`src/rtl/dmem_arbiter.sv`:
```
// dmem_arbiter: round-robin arbiter between the core load/store unit (port 0) and a
// DMA/debug requester (port 1) in front of a single-port data memory whose read data
// is registered. Faulted accesses are granted but never reach the memory; the fault
// is reported on the winner's response one cycle later.
module dmem_arbiter #(
    parameter int unsigned DEPTH = 1024
) (
    input  logic        clk_i,
    input  logic        rst_ni,

    input  logic        p0_req_i,
    input  logic        p0_we_i,
    input  logic [31:0] p0_addr_i,
    input  logic [31:0] p0_wdata_i,
    output logic        p0_gnt_o,
    output logic        p0_rvalid_o,
    output logic [31:0] p0_rdata_o,
    output logic        p0_err_o,

    input  logic        p1_req_i,
    input  logic        p1_we_i,
    input  logic [31:0] p1_addr_i,
    input  logic [31:0] p1_wdata_i,
    output logic        p1_gnt_o,
    output logic        p1_rvalid_o,
    output logic [31:0] p1_rdata_o,
    output logic        p1_err_o,

    output logic [31:0] mem_address_o,
    output logic [31:0] mem_write_data_o,
    output logic        mem_write_enable_o,
    output logic        mem_read_enable_o,
    input  logic [31:0] mem_read_data_i,

    output logic [15:0] conflict_count_o
);

    // Port that wins a tie; flips to the other port after every grant.
    logic        prio_q, prio_d;
    // Response pipeline: winner id, legal read issued, fault, faulted read.
    logic        rsel_q, rsel_d;
    logic        rrd_q, rrd_d;
    logic        rerr_q, rerr_d;
    logic        rflt_rd_q, rflt_rd_d;
    logic [15:0] conflict_count_q, conflict_count_d;

    logic        gnt0, gnt1, any_gnt, win;
    logic        win_we;
    logic [31:0] win_addr, win_wdata, win_word;
    logic        fault;
    logic        legal;

    // Arbitration and winner mux. Port 0 drives the memory bus when idle so it is never X.
    always_comb begin
        gnt0      = rst_ni & p0_req_i & (~p1_req_i | ~prio_q);
        gnt1      = rst_ni & p1_req_i & (~p0_req_i | prio_q);
        any_gnt   = gnt0 | gnt1;
        win       = gnt1;
        win_we    = win ? p1_we_i    : p0_we_i;
        win_addr  = win ? p1_addr_i  : p0_addr_i;
        win_wdata = win ? p1_wdata_i : p0_wdata_i;
        win_word  = {2'b00, win_addr[31:2]};
        fault     = (win_addr[1:0] != 2'b00) | (win_word >= 32'(DEPTH));
        legal     = any_gnt & ~fault;
    end

    // Memory request outputs driven from the winner.
    always_comb begin
        mem_address_o      = win_word;
        mem_write_data_o   = win_wdata;
        mem_write_enable_o = legal & win_we;
        mem_read_enable_o  = legal & ~win_we;
        p0_gnt_o           = gnt0;
        p1_gnt_o           = gnt1;
    end

    // Next-state for priority, response pipeline and saturating contention counter.
    always_comb begin
        prio_d           = any_gnt ? ~win : prio_q;
        rsel_d           = any_gnt ? win : rsel_q;
        rrd_d            = legal & ~win_we;
        rerr_d           = any_gnt & fault;
        rflt_rd_d        = any_gnt & fault & ~win_we;
        conflict_count_d = conflict_count_q;
        if (p0_req_i && p1_req_i && (conflict_count_q != 16'hFFFF)) begin
            conflict_count_d = conflict_count_q + 16'd1;
        end
    end

    // State registers; reset drops any in-flight response.
    always_ff @(posedge clk_i or negedge rst_ni) begin
        if (!rst_ni) begin
            prio_q           <= 1'b0;
            rsel_q           <= 1'b0;
            rrd_q            <= 1'b0;
            rerr_q           <= 1'b0;
            rflt_rd_q        <= 1'b0;
            conflict_count_q <= 16'h0000;
        end else begin
            prio_q           <= prio_d;
            rsel_q           <= rsel_d;
            rrd_q            <= rrd_d;
            rerr_q           <= rerr_d;
            rflt_rd_q        <= rflt_rd_d;
            conflict_count_q <= conflict_count_d;
        end
    end

    // Steer the response to the port that won last cycle; the other port sees zeros.
    always_comb begin
        p0_rvalid_o      = ~rsel_q & (rrd_q | rflt_rd_q);
        p0_err_o         = ~rsel_q & rerr_q;
        p0_rdata_o       = (~rsel_q & rrd_q) ? mem_read_data_i : 32'h0;
        p1_rvalid_o      = rsel_q & (rrd_q | rflt_rd_q);
        p1_err_o         = rsel_q & rerr_q;
        p1_rdata_o       = (rsel_q & rrd_q) ? mem_read_data_i : 32'h0;
        conflict_count_o = conflict_count_q;
    end

endmodule

```
`config.mk`:
```
export PLATFORM = sky130hd
export DESIGN_NAME = dmem_arbiter
export DESIGN_NICKNAME = d
export VERILOG_FILES = /design/src/rtl/dmem_arbiter.sv
export SDC_FILE = /design/constraint.sdc
export NUM_CORES = 1
export LEC_CHECK = 0
export ABC_AREA = 1
export CAP_MARGIN = 30
export CORE_MARGIN = 10
export CORE_UTILIZATION = 25
export DETAILED_ROUTE_END_ITERATION = 7
export GPL_ROUTABILITY_DRIVEN = 0
export PLACE_DENSITY = 0.77
export SYNTH_ARGS = -nofsm -noshare
export SYNTH_HDL_FRONTEND = slang
export SYNTH_SLANG_ARGS = --single-unit
```
`constraint.sdc`:
```
create_clock -name clk_i -period 3.1 [get_ports clk_i]
set_input_delay 0.62 -clock clk_i [delete_from_list [all_inputs] [get_ports clk_i]]
set_output_delay 0.62 -clock clk_i [all_outputs]
set_load 0.005 [all_outputs]
```
After elaboration in Yosys (flattened, before gate mapping)
Index checks and enable logic that the tools add are counted.
Word-level totals
  bits in registers: 21
  latch bits: 0
  memory bits (writable): 0
  bits in read-only memories: 0
  input bits: 166
  output and inout bits: 152
  logic and storage cells: 44
  memories: 0
Cells by class
  add/sub/neg operators: 1
  multipliers: 0
  div/mod/pow operators: 0
  order comparisons: 1
  equal/unequal tests: 1
  shifts and indexed selects: 0
  multiplexer cells: 5
  bitwise gates (word level): 27
  reduce and logical (&&, ||, !) cells: 3
Operators with widths (number)
  2-to-1 mux 32 bit: 4
  >= comparator 30 x 11 -> 1 bit (second input constant): 1
  adder 16 x 1 -> 16 bit (second input constant): 1
  != test 16 bit (second input constant): 1
  bitwise AND 1 bit: 15
  inverter 1 bit: 7
  OR 1 bit: 5
  logical AND 1 bit: 2
  nonzero test 2 bit: 1
  2-to-1 mux 1 bit: 1

Logic depth before layout (Yosys ltp)
Gate-level depths: netlist of the first run.
  depth in word-level cells: 9
  gate-level depth with buffers: 13
  gate-level depth less buffers: 12

Worst setup path after synthesis of the first run
No wires, ideal clock.
  path kind: input to output
  from: input p1_req_i
  to: output mem_read_enable_o
  data arrival time: 1.596 ns
  data required time: 2.480 ns
  path slack: 0.884 ns
  cell stages on the path: 10
  path buffers: 1
  path through: nand2_2 -> clkinv_4 -> buf_4 -> nand3_2 -> nand2_1 -> nor2_1 -> nand3_1 -> nor2_1 -> nand3_1 -> nor2_1
Between the ends
  cells in the longest elaborated chain, start to end: 8
  elaborated cells on any way between the ends: 15
  classes of those cells: order compare (1); mux (2); bitwise (11); reduce/logical (1)
RTL lines
  start, declared: RTL line 20  | input logic p1_req_i,
  bitwise AND 1 bit (2 in series): RTL line 56  | gnt1 = rst_ni & p1_req_i & (~p0_req_i | prio_q);
  2-to-1 mux 32 bit: RTL line 60  | win_addr = win ? p1_addr_i : p0_addr_i;
  net mem_address_o[24]: RTL line 29  | output logic [31:0] mem_address_o,
  >= comparator 30 x 11 -> 1 bit: RTL line 63  | fault = (win_addr[1:0] != 2'b00) | (win_word >= 32'(DEPTH));
  OR 1 bit: RTL line 63
  inverter 1 bit: RTL line 64  | legal = any_gnt & ~fault;
  bitwise AND 1 bit: RTL line 64
  bitwise AND 1 bit: RTL line 72  | mem_read_enable_o = legal & ~win_we;
  end, declared: RTL line 32  | output logic mem_read_enable_o,
The timed path passes the listed nets, and every way through them passes these cells.

Final worst setup path of the first run
  from: input p1_req_i
  to: output mem_address_o[1]
Between the ends
  cells in the longest elaborated chain, start to end: 3
RTL lines (RTL line)
  bitwise AND 1 bit (2 in series): 56
  2-to-1 mux 32 bit: 60
  end, declared: 29
Every way passes these cells.

==> summary.md, run 1 <==
| Metric | Value |
|---|---|
| Die Wd | 123 µm |
| Setup slack after layout | 0.147 ns |
| Post-route minimum period | 2.95 ns |
| Layout cell share with drive strength beyond 1 | 7.29% |
| Async S/R FF share, synth | 100% |
| P&R area growth vs syn | 138% |
| Register area | 526 µm² |
| PortBufs | 315 |
| Clock transition at path regs | 0.08 ns |
| Cell Count Post-Placement | 962 |
| Total GRT Usage | 20.1% |
| DPL Wire Length | 14200 µm |
| Final hold slack | 0.487 ns |
| Clk root buf | clkbuf_8 |
| Die area | 15000 µm² |
| Switching part of the total | 34.1% |
| Worst setup SP type | input pin |
| Register share of total power | 26.7% |
| Total power | 1.41 mW |
| Cell with the most instances after synthesis | nand2_1 |
| FILL cells | 956 |
| Final Setup Violations | 0 |
| # diodes | 0 |
| Critical Path Fanout Max | 37 |
| Core area | 10300 µm² |
| CTS H-Tree Depth | 1 |
| Rows | 37 |
| Cell Pwr Density | 225 nW/µm² |
| Hold Path Class | input pin to asynchronous set/reset pin |
| Pin count of the biggest net entering global routing | 38 |
| Max Cap Viol | 0 |
| Final Non-Filler Cells | 973 |
| Die height | 123 µm |
| DR DRC count | 0 |
| Post-Syn Area | 2630 µm² |
| Sequential share of the synthesized area | 20.0% |
| Initial antenna violation count | 1 |
| Dpl cell area | 6070 µm² |
| Worst setup startpoint | p1_req_i |
| Fin. max-slew vios | 0 |
| Total CTS buffers | 3 |
| Util after Layout | 61.0% |
| Iteration count of the initial detailed-routing pass | 5 |
| Global-route wire length before repair | 24300 µm |
| Internal Pwr Total | 0.929 mW |
| Final nets | 1005 |
| Synth area leaders | nand2_1 31%, dfrtp_1 20%, nor2_1 13%, inv_1 10%, nand3_1 5.5% |
| Combinational share of power | 60.6% |
| Top-area cell type share of the netlist area | 30.6% |
| Post-DR wirelength/cell | 17.0 µm |
| WS Path Type | input pin to output port |
| RSZ-0062 raised after global routing | false |
| Area occupied by multi-input gates | 1720 µm² |
| Maximum VDD drop | 0.171 mV |
| Arr. time, crit path | 2.33 ns |
| Seq cells post-synth | 21 |
| Reg2reg start | conflict_count_o[0]$_DFFE_PN0P_ |
| Vias in the first global route | 4460 |
| Synth warnings | 0 |
| Pre-CTS WS | -0.497 ns |
| CTS max path bufs | 2 |
| ANT nets after route | 0 |
| Top_reg_cell synth | dfrtp_1 |
| Syn Inst Count | 505 |
| Mean Syn Cell Area | 5.22 µm² |
| Top cells by count, synth | 215 x nand2_1, 89 x nor2_1, 71 x inv_1, 29 x nand3_1, 21 x dfrtp_1 |
| Synth cell types | 30 |
| Clock Sinks | 21 |
| Setup TNS | 0 ns |
| EDFF count, synth | 0 |
| Initial core utilization | 25.6% |
| TritonCTS clock tree | done |
| Via/cell ratio | 4.40 |
| Worst EP required | 2.48 ns |
| Fmax | 0.339 GHz |
| Clock skew | 0.00498 ns |
| Switching power total | 0.481 mW |
| Fin. Hold Viols | 0 |
| Number of I/O pins | 318 |
| Via count | 4281 |
| Total gr overflow | 0 |
| Design area | 6260 µm² |
| Clk Latency, worst-skew pair | 0.26 ns |
| Leak pwr | 3.12 nW |
| Post-CTS Hold Buffers | 0 |
| Crit. End Element | output port |
| Initial DRC count | 240 |
| Routed WL | 16500 µm |
| Outcome | complete, no violations |
| Area leader, netlist | nand2_1 |
| Period Utilization, post-route | 95.3% |
| Clock power frac | 12.7% |
sequential cells by signal, indices dropped and copies added (netlist names):
register          flops
conflict_count_o     16
prio_q                1
rerr_q                1
rflt_rd_q             1
rrd_q                 1
rsel_q                1
timing repair:
action / 4_1_cts / 5_1_grt
gates cloned: 4 / 0
pin swaps: 0 / 1
gates resized for setup: 36 / 2
hold endpoints to repair: 0 / 0
setup endpoints to repair: 45 / 2
buffers inserted: 2 / 1
worst max-delay path, stage by stage:
cell             delay [ns]
dlygate4sd2_1          0.25
nand2_2                0.10
clkinv_4               0.07
buf_4                  0.15
nand2_8                0.11
buf_6                  0.28
nand2_1                0.09
nand2_1                0.08
clkdlybuf4s50_1        0.56
logic make-up after synthesis:
group           count (synthesis)  share of synthesized area, %
xor+xnor                       14                          4.66
compound gates                  7                          1.42
flops                          21                          20.0
fa+ha+maj                       1                         0.475
other cells                     1                         0.142
simple gates                  364                          57.3
buf+inv                        97                          16.1
cell usage in the layout (no fill, tap or decap), drive strengths merged, types with 5 or more instances in the layout:
cell / Yosys / final
xor2: 11 / 11
clkdlybuf4s50: 0 / 294
nand3: 30 / 30
dlygate4sd2: 0 / 19
buf: 15 / 35
dfrtp: 21 / 21
nor3: 5 / 5
inv: 72 / 72
nand3b: 9 / 9
nand2: 224 / 225
nor2: 92 / 92
metal layers:
metal	vias up	track usage (%)	part of all wire, %
li1	2144	-	-
met1	1890	21.1	36
met2	229	37.9	51
met3	18	6.70	11
met4	0	4.42	1.6
met5	-	0	0
worst paths after layout:
path	endpoint	slack, ns	cells past startpoint
max in group asynchronous	conflict_count_o[13]$_DFFE_PN0P_	2.38	2
min in group clk_i	conflict_count_o[5]$_DFFE_PN0P_	0.52	1
worst min register to register	conflict_count_o[5]$_DFFE_PN0P_	0.52	1
worst max-delay path	mem_address_o[1]	0.15	9
worst min-delay path	conflict_count_o[6]$_DFFE_PN0P_	0.49	2
worst max register to register	conflict_count_o[13]$_DFFE_PN0P_	1.11	9
power by group through the flow:
stage / registers (mW) / clock network, mW / logic [mW]
3_5_place_dp: 0.379 / 0 / 0.840
2_1_floorplan: 0.372 / 0 / 0.272
5_1_grt: 0.386 / 0.195 / 0.933
3_3_place_gp: 0.379 / 0 / 0.826
6_report: 0.376 / 0.179 / 0.855
4_1_cts: 0.376 / 0.185 / 0.864
final cells by class:
class | count | area share, %
timing repair buffer | 350 | 56.1
multi-input combinational | 389 | 27.5
sequential | 21 | 8.39
inverter | 73 | 4.53
tap | 136 | 2.72
clock buffer | 3 | 0.659
clock inverter | 1 | 0.0799
Note: power is estimated with default switching activity, not from simulation.
==> run 2: changes to the inputs <==
CORE_AREA = 10 10 116 118   (was unset)
CORE_MARGIN = unset   (was 10)
CORE_UTILIZATION = unset   (was 25)
DIE_AREA = 0 0 126 128   (was unset)
PLACE_DENSITY = 0.74   (was 0.77)
==> run 2 against run 1 <==
Compared with the run above: worst setup slack got worse by 0.044 ns; flip-flop and latch count unchanged; largest cell class unchanged; die area increased by 7.2%; critical endpoint is now mem_write_data_o[4]; global-route usage decreased by 1.7 points; maximum frequency decreased by 1.5%.
==> summary.md, run 2 (synthesis results as in run 1) <==
| Metric | Value |
|---|---|
| Outcome | complete, no violations |
| Vias in the first global route | 4111 (-7.8%) |
| Cell Pwr Density | 238 nW/µm² (+6.0%) |
| Post-route minimum period | 3.00 ns (+0.0436 ns) |
| # diodes | 0 (unchanged) |
| Total CTS buffers | 3 (unchanged) |
| Design area | 6370 µm² (+1.7%) |
| Clock skew | 0.00973 ns (+0.00475 ns) |
| Critical Path Fanout Max | 12 (-68%) |
| Final hold slack | 0.520 ns (+0.0326 ns) |
| Crit-path cells | dlygate4sd2_1, nand2_2, inv_8, nand2_8, buf_16, inv_6, bufbuf_16, nand2_1, nand2_1, clkdlybuf4s50_1 |
| Initial DRC count | 162 (-33%) |
| ANT nets after route | 0 (unchanged) |
| CTS max path bufs | 2 (unchanged) |
| Pin count of the biggest net entering global routing | 27 (-29%) |
| PortBufs | 315 (unchanged) |
| Via/cell ratio | 4.17 (-5.2%) |
| Clock Sinks | 21 (unchanged) |
| TritonCTS clock tree | done |
| Initial antenna violation count | 0 (-1) |
| Cell Count Post-Placement | 973 (+1.1%) |
| CP delay by family, top | buffers and inverters |
| Leak pwr | 3.16 nW (+1.4%) |
| WS Path Type | input pin to output port |
| Fmax | 0.334 GHz (-1.5%) |
| Most used cell, CP | nand2_1 |
| Clk Latency, worst-skew pair | 0.25 ns (about the same) |
| Dpl cell area | 6110 µm² (+0.64%) |
| Rows | 39 (+5.4%) |
| Via count | 4104 (-4.1%) |
| Final Setup Violations | 0 (unchanged) |
| Commonest cells after routing, fill and taps aside | 304 x clkdlybuf4s50_1, 215 x nand2_1, 88 x nor2_1 |
| Layout cell share with drive strength beyond 1 | 7.49% (+0.20 points) |
| FF-to-FF End | conflict_count_o[13]$_DFFE_PN0P_ |
| Reg2reg start | conflict_count_o[0]$_DFFE_PN0P_ |
| Min-delay src | conflict_count_o[15]$_DFFE_PN0P_ |
| Period Utilization, post-route | 96.7% (+1.4 points) |
| Die Wd | 126 µm (+2.7%) |
| Global-route wire length before repair | 24100 µm (-1.1%) |
| Max stage delay on crit path | 0.50 ns (-0.06 ns) |
| Flop2flop setup slack | 1.09 ns (-0.02 ns) |
| Worst path bufs/invs | 6 (+1) |
| Worst path slowest cell | clkdlybuf4s50_1 |
| Die height | 128 µm (+4.4%) |
| Max FFs per register | 16 (unchanged) |
| Post-DR wirelength/cell | 16.2 µm (-4.3%) |
| Internal Pwr Total | 1.04 mW (+12%) |
| Final Non-Filler Cells | 984 (+1.1%) |
| Number of cells on the critical path | 10 (+1) |
| Maximum VDD drop | 0.167 mV (-2.6%) |
| RSZ-0062 raised after global routing | false |
| Clk root buf | clkbuf_16 |
| Clock transition at path regs | 0.06 ns (-0.02 ns) |
| Routed WL | 16000 µm (-3.3%) |
| Hold endpoint | conflict_count_o[15]$_DFFE_PN0P_ |
| Clock power frac | 18.0% (+5.3 points) |
| P&R area growth vs syn | 142% |
| Reg2Reg Depth | 9 (unchanged) |
| Fin. max-slew vios | 0 (unchanged) |
| Fin. Hold Viols | 0 (unchanged) |
| Final nets | 1009 (+0.40%) |
| Post-CTS Hold Buffers | 0 (unchanged) |
| Crit. End Element | output port |
| Die area | 16100 µm² (+7.2%) |
| Combinational share of power | 57.4% (-3.2 points) |
| Commonest non-fill, non-tap cell in the layout | clkdlybuf4s50_1 |
| Total GRT Usage | 18.4% (-1.7 points) |
| Arr. time, crit path | 2.38 ns (+0.05 ns) |
| Switching part of the total | 31.6% (-2.5 points) |
| Register share of total power | 24.7% (-2.0 points) |
| Number of I/O pins | 318 (unchanged) |
| CTS H-Tree Depth | 1 (unchanged) |
| Hold Path Class | flip-flop to flip-flop |
| Max Cap Viol | 0 (unchanged) |
| WHS Path Cells | 2 |
| Worst setup SP type | input pin |
| Initial core utilization | 23.5% (-2.2 points) |
| Core area | 11200 µm² (+9.2%) |
| DR DRC count | 0 (unchanged) |
| Worst EP required | 2.48 ns (about the same) |
| Iteration count of the initial detailed-routing pass | 4 (-1) |
| Switching power total | 0.481 mW (-0.17%) |
| DPL Wire Length | 13700 µm (-3.6%) |
| Total gr overflow | 0 (unchanged) |
[run 2: power by group through the flow]
| stage | clock (mW) | sequential, mW | combinational, mW |
|---|---|---|---|
| 2_1_floorplan | 0 | 0.372 | 0.272 |
| 3_3_place_gp | 0 | 0.380 | 0.834 |
| 3_5_place_dp | 0 | 0.380 | 0.838 |
| 4_1_cts | 0.277 | 0.377 | 0.881 |
| 5_1_grt | 0.294 | 0.386 | 0.953 |
| 6_report | 0.273 | 0.375 | 0.872 |
[run 2: metrics by stage]
step	TNS (ns)	total power, mW	setup WS, ns	util, %
global placement	-18.36	1.21	-0.435	54.4
detailed placement	-18.36	1.22	-0.452	54.4
CTS	0	1.53	0.0687	56.7
floorplan	0	0.644	0.884	-
finish	0	1.52	0.103	56.8
global route	0	1.63	0.00308	56.8
[run 2: per-layer routing]
metal,up-vias,global-route usage [%],part of all wire [%]
met2,176,32.7,50
li1,2162,-,-
met1,1754,20.3,39
met4,0,3.48,1.3
met3,12,7.40,9.8
met5,-,0,0
[run 2: layout make-up]
class	instances	area, µm²
multi-input cells	390	1730
repair buffers	353	3570
clock inverters	1	7.51
flip-flops and latches	21	526
clock buffers	3	75.1
fillers	1089	4850
well taps	143	179
inverters	73	287
[run 2: repair_timing]
item,in CTS,in global routing
resized for setup,20,6
endpoints found under the setup margin,48,2
setup buffers,2,0
gates cloned,5,0
pin swaps,2,0
[run 2: worst max path at each step]
| stage | from | to | slack (ns) |
|---|---|---|---|
| after floorplan | p1_req_i | mem_read_enable_o | 0.88 |
| after global placement | rst_ni | mem_read_enable_o | -0.43 |
| after detailed placement | rst_ni | mem_read_enable_o | -0.45 |
| after CTS | p1_req_i | mem_read_enable_o | 0.07 |
| after global routing | p1_req_i | mem_write_data_o[10] | 0.003 |
| final | rst_ni | mem_write_data_o[4] | 0.10 |
[run 2: worst reg2reg max path: stages, from the launching register on]
cell     delay, ns
dfrtp_1       0.43
ha_1          0.25
nand3_1       0.11
inv_1         0.08
nand4_1       0.11
nand2_1       0.29
nor3_1        0.43
nand2_1       0.09
nand2_1       0.07
nand2_1       0.04
==> run 3: changes to the inputs <==
CTS_CLUSTER_SIZE = 25   (was unset)
MAX_ROUTING_LAYER = met4   (was unset)
==> run 3 against run 2 <==
Compared with the run above: cell count unchanged; maximum frequency about the same; worst setup slack about the same; critical path depth unchanged; largest cell class unchanged; largest power group unchanged.
==> summary.md, run 3 (synthesis results as in run 1) <==
| Metric | Value |
|---|---|
| Layout cell share with drive strength beyond 1 | 7.49% (unchanged) |
| Rows | 39 (unchanged) |
| P&R area growth vs syn | 142% (unchanged) |
| Fin. max-slew vios | 0 (unchanged) |
| Post-DR wirelength/cell | 16.2 µm (about the same) |
| Outcome | complete, no violations |
| Die Wd | 126 µm (unchanged) |
| Arr. time, crit path | 2.38 ns (about the same) |
| Worst setup SP type | input pin |
| Period Utilization, post-route | 96.7% (about the same) |
| Total CTS buffers | 3 (unchanged) |
| Reg2Reg Depth | 9 (unchanged) |
| Global-route wire length before repair | 23900 µm (-0.43%) |
| Total GRT Usage | 18.9% (+0.53 points) |
| Critical path endpoint | mem_write_data_o[4] |
| TritonCTS clock tree | done |
| Die height | 128 µm (unchanged) |
| Final nets | 1009 (unchanged) |
| CTS H-Tree Depth | 1 (unchanged) |
| Setup slack after layout | 0.103 ns (-0.000129 ns) |
| DR DRC count | 0 (unchanged) |
| Clock Sinks | 21 (unchanged) |
| Reg2reg start | conflict_count_o[0]$_DFFE_PN0P_ |
| Final Setup Violations | 0 (unchanged) |
| Cell Pwr Density | 239 nW/µm² (about the same) |
| Post-route minimum period | 3.00 ns (+0.000129 ns) |
| Pre-CTS WS | -0.452 ns (unchanged) |
| Max FFs per register | 16 (unchanged) |
| Crit. End Element | output port |
| Worst setup startpoint | rst_ni |
| Maximum VDD drop | 0.167 mV (about the same) |
| PortBufs | 315 (unchanged) |
| Pin count of the biggest net entering global routing | 27 (unchanged) |
| Commonest cells after routing, fill and taps aside | 304 x clkdlybuf4s50_1, 215 x nand2_1, 88 x nor2_1 |
| Initial DRC count | 176 (+8.6%) |
| Final hold slack | 0.520 ns (+0.0000220 ns) |
| Clk Latency, worst-skew pair | 0.25 ns (about the same) |
| Vias in the first global route | 4132 (+0.51%) |
| Clock transition at path regs | 0.06 ns (about the same) |
| FF-to-FF End | conflict_count_o[13]$_DFFE_PN0P_ |
| Clock skew | 0.00982 ns (+0.0000817 ns) |
| CTS max path bufs | 2 (unchanged) |
| Initial core utilization | 23.5% (unchanged) |
| Total power | 1.52 mW (about the same) |
| Number of I/O pins | 318 (unchanged) |
| RSZ-0062 raised after global routing | false |
| Via/cell ratio | 4.20 (+0.68%) |
| Setup TNS | 0 ns (unchanged) |
| Core area | 11200 µm² (unchanged) |
| WS Path Type | input pin to output port |
| Iteration count of the initial detailed-routing pass | 4 (unchanged) |
| Die area | 16100 µm² (unchanged) |
| Fmax | 0.334 GHz (about the same) |
| DPL Wire Length | 13700 µm (unchanged) |
| Via count | 4132 (+0.68%) |
| Critical Path Fanout Max | 12 (unchanged) |
| Leak pwr | 3.16 nW (unchanged) |
| Post-CTS Hold Buffers | 0 (unchanged) |
| Util after Layout | 56.8% (unchanged) |
| Total gr overflow | 0 (unchanged) |
| Flop2flop setup slack | 1.09 ns (about the same) |
| # diodes | 0 (unchanged) |
| Max Cap Viol | 0 (unchanged) |
| Worst EP required | 2.48 ns (about the same) |
| Routed WL | 16000 µm (about the same) |
| FILL cells | 1089 (unchanged) |
| Commonest non-fill, non-tap cell in the layout | clkdlybuf4s50_1 |
| Fin. Hold Viols | 0 (unchanged) |
| Initial antenna violation count | 0 (unchanged) |
| Hold Path Class | flip-flop to flip-flop |
| Clk root buf | clkbuf_16 |
| ANT nets after route | 0 (unchanged) |
==> run 3: per-stage QoR <==
| step | instances | instance area [µm²] |
|---|---|---|
| final | 984 | 6370 |
| after global routing | 984 | 6370 |
| after CTS | 984 | 6370 |
| after detailed placement | 973 | 6110 |
| after global placement | 973 | 6110 |
| after floorplan | 506 | 2640 |
==> run 3: power breakdown <==
part	switching (mW)	total, mW	internal, mW
sequential	0.0556	0.375	0.319
clock	0.0987	0.273	0.174
combinational	0.327	0.872	0.545
total	0.481	1.52	1.04
==> run 3: layer usage <==
layer  routed length [µm]  vias up  track usage, %
met5                    0        -               -
met3                 1300       16            5.62
met2                 8000      182            32.7
met4                  229        0            3.48
met1                 6440     1773            21.3
li1                     -     2161               -
==> run 3: cell type report <==
type | instances | area (µm²) | area share (%)
Clock inverter | 1 | 7.51 | 0.118
Clock buffer | 3 | 75.1 | 1.18
Sequential cell | 21 | 526 | 8.25
Timing Repair Buffer | 353 | 3570 | 56.0
Tap cell | 143 | 179 | 2.81
Inverter | 73 | 287 | 4.50
Multi-Input combinational cell | 390 | 1730 | 27.2
==> run 3: how the worst min path moves through the flow <==
stage | start | end | slack (ns) | cells past startpoint
2_1_floorplan | rst_ni | conflict_count_o[0]$_DFFE_PN0P_ | 0.32 | 0
3_3_place_gp | conflict_count_o[15]$_DFFE_PN0P_ | conflict_count_o[15]$_DFFE_PN0P_ | 0.49 | 2
3_5_place_dp | conflict_count_o[15]$_DFFE_PN0P_ | conflict_count_o[15]$_DFFE_PN0P_ | 0.51 | 2
4_1_cts | conflict_count_o[15]$_DFFE_PN0P_ | conflict_count_o[15]$_DFFE_PN0P_ | 0.52 | 2
5_1_grt | conflict_count_o[5]$_DFFE_PN0P_ | conflict_count_o[5]$_DFFE_PN0P_ | 0.55 | 1
6_report | conflict_count_o[15]$_DFFE_PN0P_ | conflict_count_o[15]$_DFFE_PN0P_ | 0.52 | 2
==> run 3: timing repair <==
item | CTS | global route
pin swaps | 2 | 0
setup endpoints to repair | 48 | 2
resized for setup | 20 | 6
cloned | 5 | 0
setup buffers | 2 | 0
==> run 3: worst max-delay path, stage by stage <==
cell             delay, ns
dlygate4sd2_1         0.26
nand2_2               0.12
inv_8                 0.14
nand2_8               0.09
buf_16                0.17
inv_6                 0.09
bufbuf_16             0.27
nand2_1               0.05
nand2_1               0.05
clkdlybuf4s50_1       0.50
